===== config.mk =====
export PLATFORM = sky130hd
export DESIGN_NAME = vote_ctrl_flat
export DESIGN_NICKNAME = d
export VERILOG_FILES = /design/src/rtl/vote_ctrl_pkg.sv /design/src/rtl/vote_ctrl_if.sv /design/src/rtl/vote_tally.sv /design/src/rtl/vote_ctrl.sv /design/src/flat_wrapper.sv
export SDC_FILE = /design/constraint.sdc
export NUM_CORES = 1
export LEC_CHECK = 0
export ABC_AREA = 0
export CAP_MARGIN = 20
export CELL_PAD_IN_SITES_DETAIL_PLACEMENT = 0
export CELL_PAD_IN_SITES_GLOBAL_PLACEMENT = 1
export CORE_AREA = 2 2 58 60
export DETAILED_ROUTE_END_ITERATION = 10
export DIE_AREA = 0 0 60 62
export GPL_ROUTABILITY_DRIVEN = 0
export GPL_TIMING_DRIVEN = 0
export MAX_ROUTING_LAYER = met4
export PLACE_DENSITY_LB_ADDON = 0.1
export SYNTH_ARGS = -nofsm -noshare
export SYNTH_HDL_FRONTEND = slang
export SYNTH_SLANG_ARGS = --single-unit

===== constraint.sdc =====
create_clock -name clk -period 5.38 [get_ports clk]
set_clock_uncertainty 0.1 [all_clocks]
set_input_delay 0.807 -clock clk [delete_from_list [all_inputs] [get_ports clk]]
set_output_delay 0.807 -clock clk [all_outputs]
set_load 0.03 [all_outputs]

===== src/rtl/vote_ctrl_pkg.sv =====
// Shared types and width helpers for the vote_ctrl session controller.
// State encoding is fixed so the debug state can be decoded by external checkers.
package vote_ctrl_pkg;

   typedef enum logic [1:0] {
      IDLE    = 2'd0,
      COLLECT = 2'd1,
      DECIDE  = 2'd2,
      DONE    = 2'd3
   } state_t;

   localparam int DEF_PERSON     = 6;
   localparam int DEF_TIMEOUT    = 8;
   localparam int DEF_MAX_ROUNDS = 3;

   // Bits needed to hold a yes-count in 0..person.
   function automatic int cnt_w(input int person);
      return $clog2(person + 1);
   endfunction

   // Bits needed to hold a round number in 0..max_rounds.
   function automatic int rnd_w(input int max_rounds);
      return $clog2(max_rounds + 1);
   endfunction

endpackage


===== src/rtl/vote_ctrl_if.sv =====
// Voter-side and consumer-side signals of vote_ctrl, bundled with the FSM debug state.
// master = whoever drives start/ballots and consumes the decision; slave = vote_ctrl.
interface vote_ctrl_if
   import vote_ctrl_pkg::*;
#(
   parameter int PERSON     = DEF_PERSON,
   parameter int MAX_ROUNDS = DEF_MAX_ROUNDS
);

   // Handshake: there is no back-pressure. start is taken only while the controller
   // is idle (busy=0); vote_valid[i] is a one-cycle strobe qualifying vote_val[i] and is
   // consumed only during a collection window; done is a one-cycle pulse marking
   // result/tie/absent/rounds_used valid, and those hold until the next session decides.
   logic                            start;
   logic [PERSON-1:0]               vote_valid;
   logic [PERSON-1:0]               vote_val;
   logic                            busy;
   logic                            done;
   logic                            result;
   logic                            tie;
   logic                            absent;
   logic [rnd_w(MAX_ROUNDS)-1:0]    rounds_used;
   state_t                          state;

   modport master (
      output start, vote_valid, vote_val,
      input  busy, done, result, tie, absent, rounds_used, state
   );

   modport slave (
      input  start, vote_valid, vote_val,
      output busy, done, result, tie, absent, rounds_used, state
   );

endinterface


===== src/rtl/vote_tally.sv =====
// Combinational tally of latched ballots: strict yes-majority and exact tie,
// both measured against the full electorate so absent voters weigh as "not yes".
module vote_tally
   import vote_ctrl_pkg::*;
#(
   parameter int PERSON = DEF_PERSON
) (
   input  logic [PERSON-1:0] ballot,
   input  logic [PERSON-1:0] got,
   output logic              yes_maj,
   output logic              is_tie
);

   localparam int CW = cnt_w(PERSON);

   logic [CW-1:0] yes;
   logic [CW:0]   twice;

   always_comb begin
      yes = '0;
      for (int i = 0; i < PERSON; i++) begin
         yes = yes + CW'(ballot[i] & got[i]);
      end
   end

   // Comparing 2*yes with PERSON avoids any rounding for odd electorates.
   assign twice   = {yes, 1'b0};
   assign yes_maj = (twice > (CW+1)'(PERSON));
   assign is_tie  = (twice == (CW+1)'(PERSON));

endmodule


===== src/rtl/vote_ctrl.sv =====
// Majority-vote session controller: collection window, tally, bounded re-votes on tie,
// and a registered final decision that holds until the next session decides.
module vote_ctrl
   import vote_ctrl_pkg::*;
#(
   parameter int PERSON     = DEF_PERSON,
   parameter int TIMEOUT    = DEF_TIMEOUT,
   parameter int MAX_ROUNDS = DEF_MAX_ROUNDS
) (
   input  logic       clk,
   input  logic       reset,
   vote_ctrl_if.slave bus
);

   localparam int RW = rnd_w(MAX_ROUNDS);
   localparam int TW = (TIMEOUT > 1) ? $clog2(TIMEOUT) : 1;

   state_t            state;
   state_t            state_nxt;
   logic [PERSON-1:0] ballot;
   logic [PERSON-1:0] got;
   logic [PERSON-1:0] fresh;
   logic [PERSON-1:0] got_nxt;
   logic [TW-1:0]     timer;
   logic [RW-1:0]     round;

   logic              yes_maj;
   logic              is_tie;
   logic              all_in;
   logic              timeout_hit;
   logic              last_round;
   logic              revote;
   logic              close_win;

   logic              busy;
   logic              done;
   logic              result_q;
   logic              tie_q;
   logic              absent_q;
   logic [RW-1:0]     rounds_used_q;

   vote_tally #(.PERSON(PERSON)) u_tally (
      .ballot  (ballot),
      .got     (got),
      .yes_maj (yes_maj),
      .is_tie  (is_tie)
   );

   // Only a voter's first strobe in a round is kept; repeats are masked off here.
   assign fresh       = bus.vote_valid & ~got;
   assign got_nxt     = got | bus.vote_valid;
   assign all_in      = &got_nxt;
   assign timeout_hit = (timer == TW'(TIMEOUT - 1));
   assign close_win   = all_in | timeout_hit;
   assign last_round  = (round == RW'(MAX_ROUNDS));
   assign revote      = is_tie & ~last_round;

   always_ff @(posedge clk or posedge reset) begin
      if (reset) begin
         state <= IDLE;
      end else begin
         state <= state_nxt;
      end
   end

   always_comb begin
      state_nxt = state;
      case (state)
         IDLE:    if (bus.start) state_nxt = COLLECT;
         COLLECT: if (close_win) state_nxt = DECIDE;
         DECIDE:  state_nxt = revote ? COLLECT : DONE;
         DONE:    state_nxt = IDLE;
         default: state_nxt = IDLE;
      endcase
   end

   always_comb begin
      busy = 1'b0;
      done = 1'b0;
      case (state)
         IDLE:    busy = 1'b0;
         COLLECT: busy = 1'b1;
         DECIDE:  busy = 1'b1;
         DONE: begin
            busy = 1'b1;
            done = 1'b1;
         end
         default: busy = 1'b0;
      endcase
   end

   always_ff @(posedge clk or posedge reset) begin
      if (reset) begin
         ballot <= '0;
         got    <= '0;
         timer  <= '0;
         round  <= '0;
      end else begin
         case (state)
            IDLE: begin
               if (bus.start) begin
                  ballot <= '0;
                  got    <= '0;
                  timer  <= '0;
                  round  <= RW'(1);
               end
            end
            COLLECT: begin
               ballot <= ballot | (bus.vote_val & fresh);
               got    <= got_nxt;
               if (!close_win) timer <= timer + TW'(1);
            end
            DECIDE: begin
               if (revote) begin
                  ballot <= '0;
                  got    <= '0;
                  timer  <= '0;
                  round  <= round + RW'(1);
               end
            end
            default: begin
            end
         endcase
      end
   end

   // Decision outputs move only on the edge that enters DONE.
   always_ff @(posedge clk or posedge reset) begin
      if (reset) begin
         result_q      <= 1'b0;
         tie_q         <= 1'b0;
         absent_q      <= 1'b0;
         rounds_used_q <= '0;
      end else if (state == DECIDE && !revote) begin
         result_q      <= yes_maj;
         tie_q         <= is_tie;
         absent_q      <= ~&got;
         rounds_used_q <= round;
      end
   end

   assign bus.busy        = busy;
   assign bus.done        = done;
   assign bus.result      = result_q;
   assign bus.tie         = tie_q;
   assign bus.absent      = absent_q;
   assign bus.rounds_used = rounds_used_q;
   assign bus.state       = state;

   a_done_one_cycle: assert property (@(posedge clk) disable iff (reset)
      done |=> !done);

   a_round_in_range: assert property (@(posedge clk) disable iff (reset)
      (state != IDLE) |-> (round >= RW'(1) && round <= RW'(MAX_ROUNDS)));

   a_timer_bounded: assert property (@(posedge clk) disable iff (reset)
      (state == COLLECT) |-> (timer <= TW'(TIMEOUT - 1)));

   a_result_not_tie: assert property (@(posedge clk) disable iff (reset)
      done |-> !(result_q && tie_q));

endmodule


===== src/flat_wrapper.sv =====
// flat-port wrapper written by rule: the top's interface ports become plain ports
module vote_ctrl_flat import vote_ctrl_pkg::*;
#(
   parameter int PERSON     = DEF_PERSON,
   parameter int TIMEOUT    = DEF_TIMEOUT,
   parameter int MAX_ROUNDS = DEF_MAX_ROUNDS
)
  (clk, reset, bus_start, bus_vote_valid, bus_vote_val, bus_busy, bus_done, bus_result, bus_tie, bus_absent, bus_rounds_used, bus_state);
  vote_ctrl_if #(.PERSON(PERSON), .MAX_ROUNDS(MAX_ROUNDS)) bus_i ();
  input  logic clk;
  input  logic reset;
  input wire logic [$bits(bus_i.start)-1:0] bus_start;
  input wire logic [$bits(bus_i.vote_valid)-1:0] bus_vote_valid;
  input wire logic [$bits(bus_i.vote_val)-1:0] bus_vote_val;
  output wire logic [$bits(bus_i.busy)-1:0] bus_busy;
  output wire logic [$bits(bus_i.done)-1:0] bus_done;
  output wire logic [$bits(bus_i.result)-1:0] bus_result;
  output wire logic [$bits(bus_i.tie)-1:0] bus_tie;
  output wire logic [$bits(bus_i.absent)-1:0] bus_absent;
  output wire logic [$bits(bus_i.rounds_used)-1:0] bus_rounds_used;
  output wire logic [$bits(bus_i.state)-1:0] bus_state;
  assign bus_i.start = bus_start;
  assign bus_i.vote_valid = bus_vote_valid;
  assign bus_i.vote_val = bus_vote_val;
  assign bus_busy = bus_i.busy;
  assign bus_done = bus_i.done;
  assign bus_result = bus_i.result;
  assign bus_tie = bus_i.tie;
  assign bus_absent = bus_i.absent;
  assign bus_rounds_used = bus_i.rounds_used;
  assign bus_state = bus_i.state;
  vote_ctrl #(.PERSON(PERSON), .TIMEOUT(TIMEOUT), .MAX_ROUNDS(MAX_ROUNDS)) u_core (.clk(clk), .reset(reset), .bus(bus_i));
endmodule

# Word level (Yosys, flattened, before mapping)
# Cells that the tools add are included.
# word_totals
mem_bits_ro,0
ram_bits,0
regBits,24
wordCells,70
memories,0
latch_bits,0
output_inout_bits,9
input_bits,15
# classes
n_reduce_logical,13
mul,0
div,0
bitwise,14
magnitude_cmp,1
n_mux,16
n_shift,0
n_addsub,7
n_eq_ne,10
# ops
cell,count
$pmux W6 S3,2
$add A3 B1 Y3,5
$and A6 B6 Y6,2
$mux W6,2
$or A6 B6 Y6,2
$reduce_and A6 Y1,2
$mux W3,3
$pmux W3 S3,1
$mux W2,4
$pmux W2 S4,1
$and A1 B1 Y1,7
$eq A2 B2 Y1 const B,3
$not A6 Y6,1
$reduce_and A3 Y1,2
$gt A4 B3 Y1 const B,1
$ne A2 B1 Y1 const B,2
$ne A2 B2 Y1 const B,2
$pmux W2 S2,1
$reduce_and A4 Y1,1
$add A3 B1 Y3 const B,1
$eq A3 B2 Y1 const B,1
$eq A3 B3 Y1 const B,1
$reduce_bool A3 Y1,1
$reduce_or A3 Y1,1
11 further kinds,12

# Depth between registers and ports, before layout
# Gate-level depths: netlist (run 1).
# logic_depth
ltp_word,10
mapped_depth,13
ltp_nobuf,12

# Hierarchy
# From an unflattened synthesis (run 1), not the netlist that was laid out.
# unflattened
hier_cells,133
hier_area_um2,1320.0
# by_module_without_submodules
module,area_per_inst_um2,seq_area_each_um2,cells_per_inst,n_inst
vote_ctrl,1187.4,600.6,117,1
vote_tally,132.6,0.0,16,1

# Worst setup path after synthesis (run 1)
# OpenSTA, ideal clock, no wires.
# synth_timing
path_kind,register to register
start,register u_core.got[5]
end,register u_core.round[0]
t_required_ns,5.152
path_stages_with_launch,13
n_path_buf,0
synth_period_minus_slack_ns,3.532
t_arrival_ns,3.305
setup_slack_ns,1.848
setup_ns,0.128
cell_sequence,dfrtp_1 -> and2_1 -> fa_1 -> inv_1 -> fa_1 -> inv_1 -> ha_1 -> inv_1 -> fa_1 -> nand4bb_4 -> mux2_4 -> nor2_2 -> mux2_1
# synth_between
elab_chain_cells,6
# synth_rtl
element,line,source
from (decl),vote_ctrl.sv:21,logic [PERSON-1:0] got;
from (signal assigned),vote_ctrl.sv:110,got <= got_nxt;
$and A1 B1 Y1,vote_tally.sv:22,yes = yes + CW'(ballot[i] & got[i]);
$add A3 B1 Y3,vote_tally.sv:22,
$eq A3 B2 Y1,vote_tally.sv:29,assign is_tie = (twice == (CW+1)'(PERSON));
$and A1 B1 Y1,vote_ctrl.sv:56,assign revote = is_tie & ~last_round;
$ne A2 B1 Y1 (no source line),n/a,
$reduce_and A3 Y1 (no source line),n/a,
to (signal assigned),vote_ctrl.sv:118,round <= round + RW'(1);
to (decl),vote_ctrl.sv:25,logic [RW-1:0] round;
# Every way passes these cells.
# A chain may end at the register's enable or synchronous reset.

# Worst setup path in the final report (run 1)
# Ends and elaborated chain as after synthesis.

==> flow_summary.toml, run 1 <==
[power_and_ir_drop]
p_per_area_mw_per_mm2 = 571
pwr-share-seq_pct = 35.0
leakage_nw = 0.673
switching_share_pct = 41.9
ir_drop_mv = 0.251
p_switching_uw = 378
pwr-share-comb_pct = 53.9
total_power_uw = 902
power.internal_uw = 524
pwr-share-clk_pct = 11.1

[synth]
synth-seq-area-share_pct = 47.9
synth_top_cell_by_area = "dfrtp_1"
synthesis.area_sq_mm = 0.00125
synth_warnings = 0
yosys_register_bits = 24
synth.distinct_cells = 31
syn_avg_cell_area_sq_um = 10.5
netlist_instances = 120
synth_top_area_share_pct = 47.9
ys_top_cells_by_area = "dfrtp_1 48%, nor2_1 5.7%, a21oi_1 5.6%, fa_1 4.8%, nand2_1 4.2%"
syn_nets = 142

[grt]
grt_util_met1_pct = 21.1
grt_pass1_wl_mm = 4.01
antenna_found_initial = 0
overflow = 0
grt_max_degree = 25
top_usage_layer = "met2"
grt_pass1_vias = 854
met3_usage_pct = 2.48
grt_use_met2_pct = 23.1
grt_usage_pct = 15.6

[finish]
final_net_count = 170
antenna_cells = 0
fillCellCount = 323
post-route-util_pct = 49.7
area_delta_synth_final_pct = 25.8
design_area_sq_mm = 0.00158
finish.cell_count_without_fillers = 193
drive_gt1_share_pct = 13.6

[setup_path]
cp_cell_sequence = "and2_1 > fa_1 > inv_1 > fa_1 > inv_1 > ha_1 > inv_1 > fa_1 > nand4bb_4 > mux2_4 > nor2_2 > mux2_1"
critPathTopFamily = "adder cells"
path_class = "reg2reg"
cp_slowest_cell = "fa_1"
worstPathRequired_ns = 5.51
crit_buf_inv = 3
rr_worst_depth = 12
path_depth = 12
startpoint_type = "flop"
arrival_ns = 3.85
setup.worst_path.end_class = "flop"
cpPeakStageDelay_ns = 0.53
path_max_fanout = 5

[outcome]
status = "finished clean"

[clock_tree]
clk_pin_slew_ns = 0.14
ctsResizeCount = 0
cts_buffers = 3
cts-root-buf = "clkbuf_4"
post_cts_buffers = 0
clock_latency_ns = 0.33
cts.sinks = 24
cts_tree = "built"
clock_path_buffers = 2
h-tree-depth = 1
cts_hold_buffers = 0

[sta]
finalCriticalPeriod_ns = 3.72
finalSetupViolCount = 0
slew_viol_final = 0
finalCritPeriodShare_pct = 69.2
rsz0062_at_grt = "false"
slew_headroom_pct = 38.6
hold_violations = 0
tightest_slew_ns = 0.921
fmax_mhz = 269
setup_tns_ns = 0

[detailed_routing]
ant_nets = 0
first_pass_iters = 4
routedWlPerCell_um = 12.6
vias_per_cell = 4.75
drc_errors = 0
drtIter0Drc = 30
vias = 916
drt_wl_total_mm = 2.44

[floorplanning]
coreArea_sq_mm = 0.00318
die-area_sq_mm = 0.00372
die_height_um = 62
io_pins = 24
num_rows = 21
die_x_um = 60
initial_utilization_pct = 39.5

[hold_path]
hp-class = "reg2reg"
min_path_cells = 2

[place]
place_area_sq_mm = 0.00154
io_buffers = 23
dp.cells = 189
hpwl_mm = 1.83

[run]
maxCapViolCount = 0
## path summary, 6_finish.rpt
path	start	to	slack, ns
min in group asynchronous	reset	u_core.timer[0]$_DFFE_PP0P_	0.86
worst max-delay path	u_core.got[5]$_DFFE_PP0P_	u_core.round[0]$_DFFE_PP0P_	1.66
worst min register to register	u_core.bus.absent$_DFFE_PP0P_	u_core.bus.absent$_DFFE_PP0P_	0.39
worst min-delay path	u_core.bus.absent$_DFFE_PP0P_	u_core.bus.absent$_DFFE_PP0P_	0.39
max in group asynchronous	reset	u_core.got[4]$_DFFE_PP0P_	3.76
worst max register to register	u_core.got[5]$_DFFE_PP0P_	u_core.round[0]$_DFFE_PP0P_	1.66
## worst min-delay path, stage by stage (launching register included)
cell     delay [ns]
dfrtp_1        0.37
nand2_1        0.04
o21ai_0        0.06
## power by group through the flow
stage | logic, mW | clock network [mW] | registers [mW]
after CTS | 0.494 | 0.101 | 0.318
after floorplan | 0.332 | 0 | 0.342
final | 0.486 | 0.100 | 0.316
after detailed placement | 0.492 | 0 | 0.322
after global routing | 0.540 | 0.111 | 0.329
after global placement | 0.484 | 0 | 0.319
## layer usage
metal / routed length (um) / up-vias
li1: - / 462
met5: 0 / -
met2: 1160 / 16
met1: 1160 / 433
met3: 73 / 5
met4: 49 / 0
## area by class of cell
type | instances | area [sq um] | area share [%]
multi-input combinational | 87 | 602 | 38.1
sequential | 24 | 601 | 38.0
timing repair buffer | 23 | 230 | 14.6
tap | 46 | 57.6 | 3.65
clock buffer | 4 | 36.3 | 2.30
buffer | 3 | 30.0 | 1.90
inverter | 6 | 22.5 | 1.43
## stage by stage
step	hold WS, ns	setup WS, ns
after CTS	0.401	1.64
after global placement	0.363	1.68
after floorplan	0.354	1.85
after detailed placement	0.370	1.67
after global routing	0.440	1.50
final	0.392	1.66
## cells in the mapped netlist, drive strengths merged
| master | instances |
|---|---|
| mux2 | 5 |
| fa | 3 |
| o31ai | 1 |
| ha | 4 |
| o22a | 3 |
| nor3 | 1 |
| dfrtp | 24 |
| nand4bb | 1 |
| buf | 3 |
| a22o | 2 |
| o21ai | 5 |
| o21bai | 1 |
| nand3b | 1 |
| nand2 | 14 |
| and2 | 5 |
| a311oi | 1 |
| inv | 6 |
| nand2b | 1 |
| a21oi | 14 |
| or2 | 1 |
| nor2 | 20 |
| nand4 | 1 |
| nor2b | 1 |
| a31oi | 1 |
| a211oi | 1 |
## layout by cell type, fill, tap and decap left out, types with 4 or more instances in the layout
cell type	count
a21oi_1	14
dfrtp_1	24
nor2_1	19
o21ai_0	4
and2_1	4
ha_1	4
nand2_1	14
clkdlybuf4s50_1	23
inv_1	6
## kinds of logic (layout without fill, tap and decap cells)
family	after synthesis	count (layout)	synth area share [%]
buf+inv	9	36	4.19
fa+ha+maj	7	7	8.77
compound gates	29	29	15.6
simple gates	46	46	18.8
flops	24	24	47.9
mux	5	5	4.79
## registers in the layout, indices dropped and copies added, names as in the netlist
name / flops
u_core.got: 6
u_core.ballot: 6
u_core.timer: 3
u_core.bus.rounds_used: 2
u_core.bus.result: 1
u_core.round: 2
u_core.bus.absent: 1
u_core.bus.state: 2
u_core.bus.tie: 1
Note: power is estimated with default switching activity, not from simulation.
==> run 2: changes to the inputs <==
--- a/config.mk
+++ b/config.mk
@@ -9,9 +9,9 @@
 export CAP_MARGIN = 20
 export CELL_PAD_IN_SITES_DETAIL_PLACEMENT = 0
 export CELL_PAD_IN_SITES_GLOBAL_PLACEMENT = 1
-export CORE_AREA = 2 2 58 60
+export CORE_AREA = 2 2 63 65
 export DETAILED_ROUTE_END_ITERATION = 10
-export DIE_AREA = 0 0 60 62
+export DIE_AREA = 0 0 65 67
 export GPL_ROUTABILITY_DRIVEN = 0
 export GPL_TIMING_DRIVEN = 0
 export MAX_ROUTING_LAYER = met4
==> constraint.sdc (replaced) <==
create_clock -name clk -period 3 [get_ports clk]
set_clock_uncertainty 0.1 [all_clocks]
set_input_delay 0.45 -clock clk [delete_from_list [all_inputs] [get_ports clk]]
set_output_delay 0.45 -clock clk [all_outputs]
set_load 0.03 [all_outputs]
==> run 2 against run 1 <==
Compared with the run above:
- the flow now finishes with violations (setup timing)
- cell count rose by 5.7%
- worst hold slack got worse by 0.011 ns
- via count rose by 7.5%
- first-iteration DRC count rose by 6.7%
==> flow_summary.toml, run 2 (synthesis results as in run 1) <==
[outcome]
status = "complete, but fails checks"
violations = "setup timing"

[sta]
finalCritPeriodShare_pct = 115
fin_ws_ns = -0.445
finalCriticalPeriod_ns = 3.44
hold_violations = 0
finalSetupViolCount = 22
whs_ns = 0.381
fmax_mhz = 290
tightest_slew_ns = 0.931
slew_headroom_pct = 37.8
rsz0062_at_grt = "true"
slew_viol_final = 0
setup_tns_ns = -7.52

[floorplanning]
num_rows = 22
io_pins = 24
die_height_um = 67
initial_utilization_pct = 34.8
die-area_sq_mm = 0.00436
coreArea_sq_mm = 0.00361
die_x_um = 65

[setup_path]
path_max_fanout = 3
setup.worst_path.end_class = "flop"
startpoint_type = "flop"
reg2reg_slack_ns = -0.44
arrival_ns = 3.50
timing.rr.start = "u_core.ballot[2]$_DFFE_PP0P_"
regToRegEndpoint = "u_core.round[0]$_DFFE_PP0P_"
crit_path_start = "u_core.ballot[2]$_DFFE_PP0P_"
critPathCapture = "u_core.round[0]$_DFFE_PP0P_"
rr_worst_depth = 12
path_class = "reg2reg"
worstPathRequired_ns = 3.05

[detailed_routing]
first_pass_iters = 4
drt_wl_total_mm = 2.68
ant_nets = 0
vias_per_cell = 4.83
routedWlPerCell_um = 13.1
vias = 985
drc_errors = 0
drtIter0Drc = 32

[clock_tree]
clock_path_buffers = 2
cts-root-buf = "clkbuf_8"
cts_buffers = 3
clk_pin_slew_ns = 0.08
cts_tree = "built"
h-tree-depth = 1
clock_latency_ns = 0.26
cts.sinks = 24

[power_and_ir_drop]
power.internal_mw = 1.08
p_switching_uw = 721
leakage_nw = 0.735
ir_drop_mv = 0.574
switching_share_pct = 40.0
total_power_mw = 1.80
pwr-share-seq_pct = 31.3
pwr-share-clk_pct = 10.4
p_per_area_mw_per_mm2 = 1060
pwr-share-comb_pct = 58.3

[finish]
final_net_count = 180
drive_gt1_share_pct = 23.7
antenna_cells = 0
final_cell_mix = "24 x dfrtp_1, 23 x clkdlybuf4s50_1, 19 x nor2_1, 13 x nand2_1, 12 x a21oi_1"
reg_top3 = "u_core.ballot x6, u_core.got x6, u_core.timer x3"
post-route-util_pct = 47.3
area_delta_synth_final_pct = 35.8
final_common_cell = "dfrtp_1"
finish.cell_count_without_fillers = 204

[place]
dp.cells = 191
io_buffers = 23
hpwl_mm = 1.96

[grt]
grt_max_degree = 25
antenna_found_initial = 0
grt_pass1_wl_mm = 4.69
grt_usage_pct = 14.5
overflow = 0
grt_pass1_vias = 1047

[run]
maxCapViolCount = 0

[hold_path]
hp-class = "reg2reg"
## run 2: changes by cell type in the layout (fill, tap and decap cells not counted), moves of 2 or more
| cell | previous run | this run |
|---|---|---|
| a21oi_2 | 0 | 2 |
| buf_4 | 1 | 9 |
| clkbuf_4 | 3 | 0 |
| mux2_4 | 1 | 3 |
| buf_6 | 2 | 4 |
| and2_4 | 1 | 3 |
| and2_1 | 4 | 2 |
| clkbuf_8 | 1 | 3 |
| a21oi_1 | 14 | 12 |
## run 2: worst min path at each step
stage,end,from,cells after the start
after floorplan,u_core.ballot[0]$_DFFE_PP0P_,u_core.ballot[0]$_DFFE_PP0P_,2
after global placement,u_core.bus.absent$_DFFE_PP0P_,u_core.bus.absent$_DFFE_PP0P_,2
after detailed placement,u_core.bus.absent$_DFFE_PP0P_,u_core.bus.absent$_DFFE_PP0P_,2
after CTS,u_core.bus.absent$_DFFE_PP0P_,u_core.bus.absent$_DFFE_PP0P_,2
after global routing,u_core.bus.result$_DFFE_PP0P_,u_core.bus.result$_DFFE_PP0P_,2
final,u_core.bus.absent$_DFFE_PP0P_,u_core.bus.absent$_DFFE_PP0P_,2
## run 2: per-layer routing
layer  vias up  part of all wire (%)  GRT usage (%)
met2        21                    49           25.0
met5         -                     0              -
met3         2                   3.1           2.03
li1        487                     -              -
met4         0                  0.78           6.38
met1       475                    47           17.0
## run 2: critical path, cell delays in order (launching register included)
cell	delay, ns
dfrtp_1	0.39
and2_4	0.16
fa_1	0.53
inv_1	0.05
fa_1	0.42
inv_1	0.07
ha_2	0.17
inv_2	0.03
fa_1	0.45
nand4bb_4	0.24
mux2_4	0.31
nor2_4	0.12
mux2_4	0.30
## run 2: area by class of cell
class	count	area, sq um
sequential	24	601
fill	351	1900
timing repair buffer	33	313
buffer	3	30.0
tap	48	60.1
clock buffer	3	41.3
multi-input combinational	87	637
inverter	6	22.5
## run 2: timing repair
| item | 4_1_cts | 5_1_grt |
|---|---|---|
| hold buffers | 0 | 0 |
| gates resized for setup | 6 | 2 |
| setup buffers | 7 | 3 |
| pin swaps | 8 | 4 |
| setup endpoints to repair | 22 | 22 |
## run 2: through the flow
step	cell area [sq um]	worst slack, ns
global placement	1560	-0.604
detailed placement	1560	-0.617
floorplan	1270	-0.432
global route	1700	-0.566
finish	1700	-0.445
CTS	1670	-0.480
## run 2: power groups by stage
| stage | clock network, mW | logic, mW | registers, mW |
|---|---|---|---|
| floorplan | 0 | 0.620 | 0.615 |
| global placement | 0 | 0.896 | 0.576 |
| detailed placement | 0 | 0.915 | 0.579 |
| CTS | 0.197 | 1.03 | 0.565 |
| global route | 0.214 | 1.16 | 0.585 |
| finish | 0.187 | 1.05 | 0.565 |
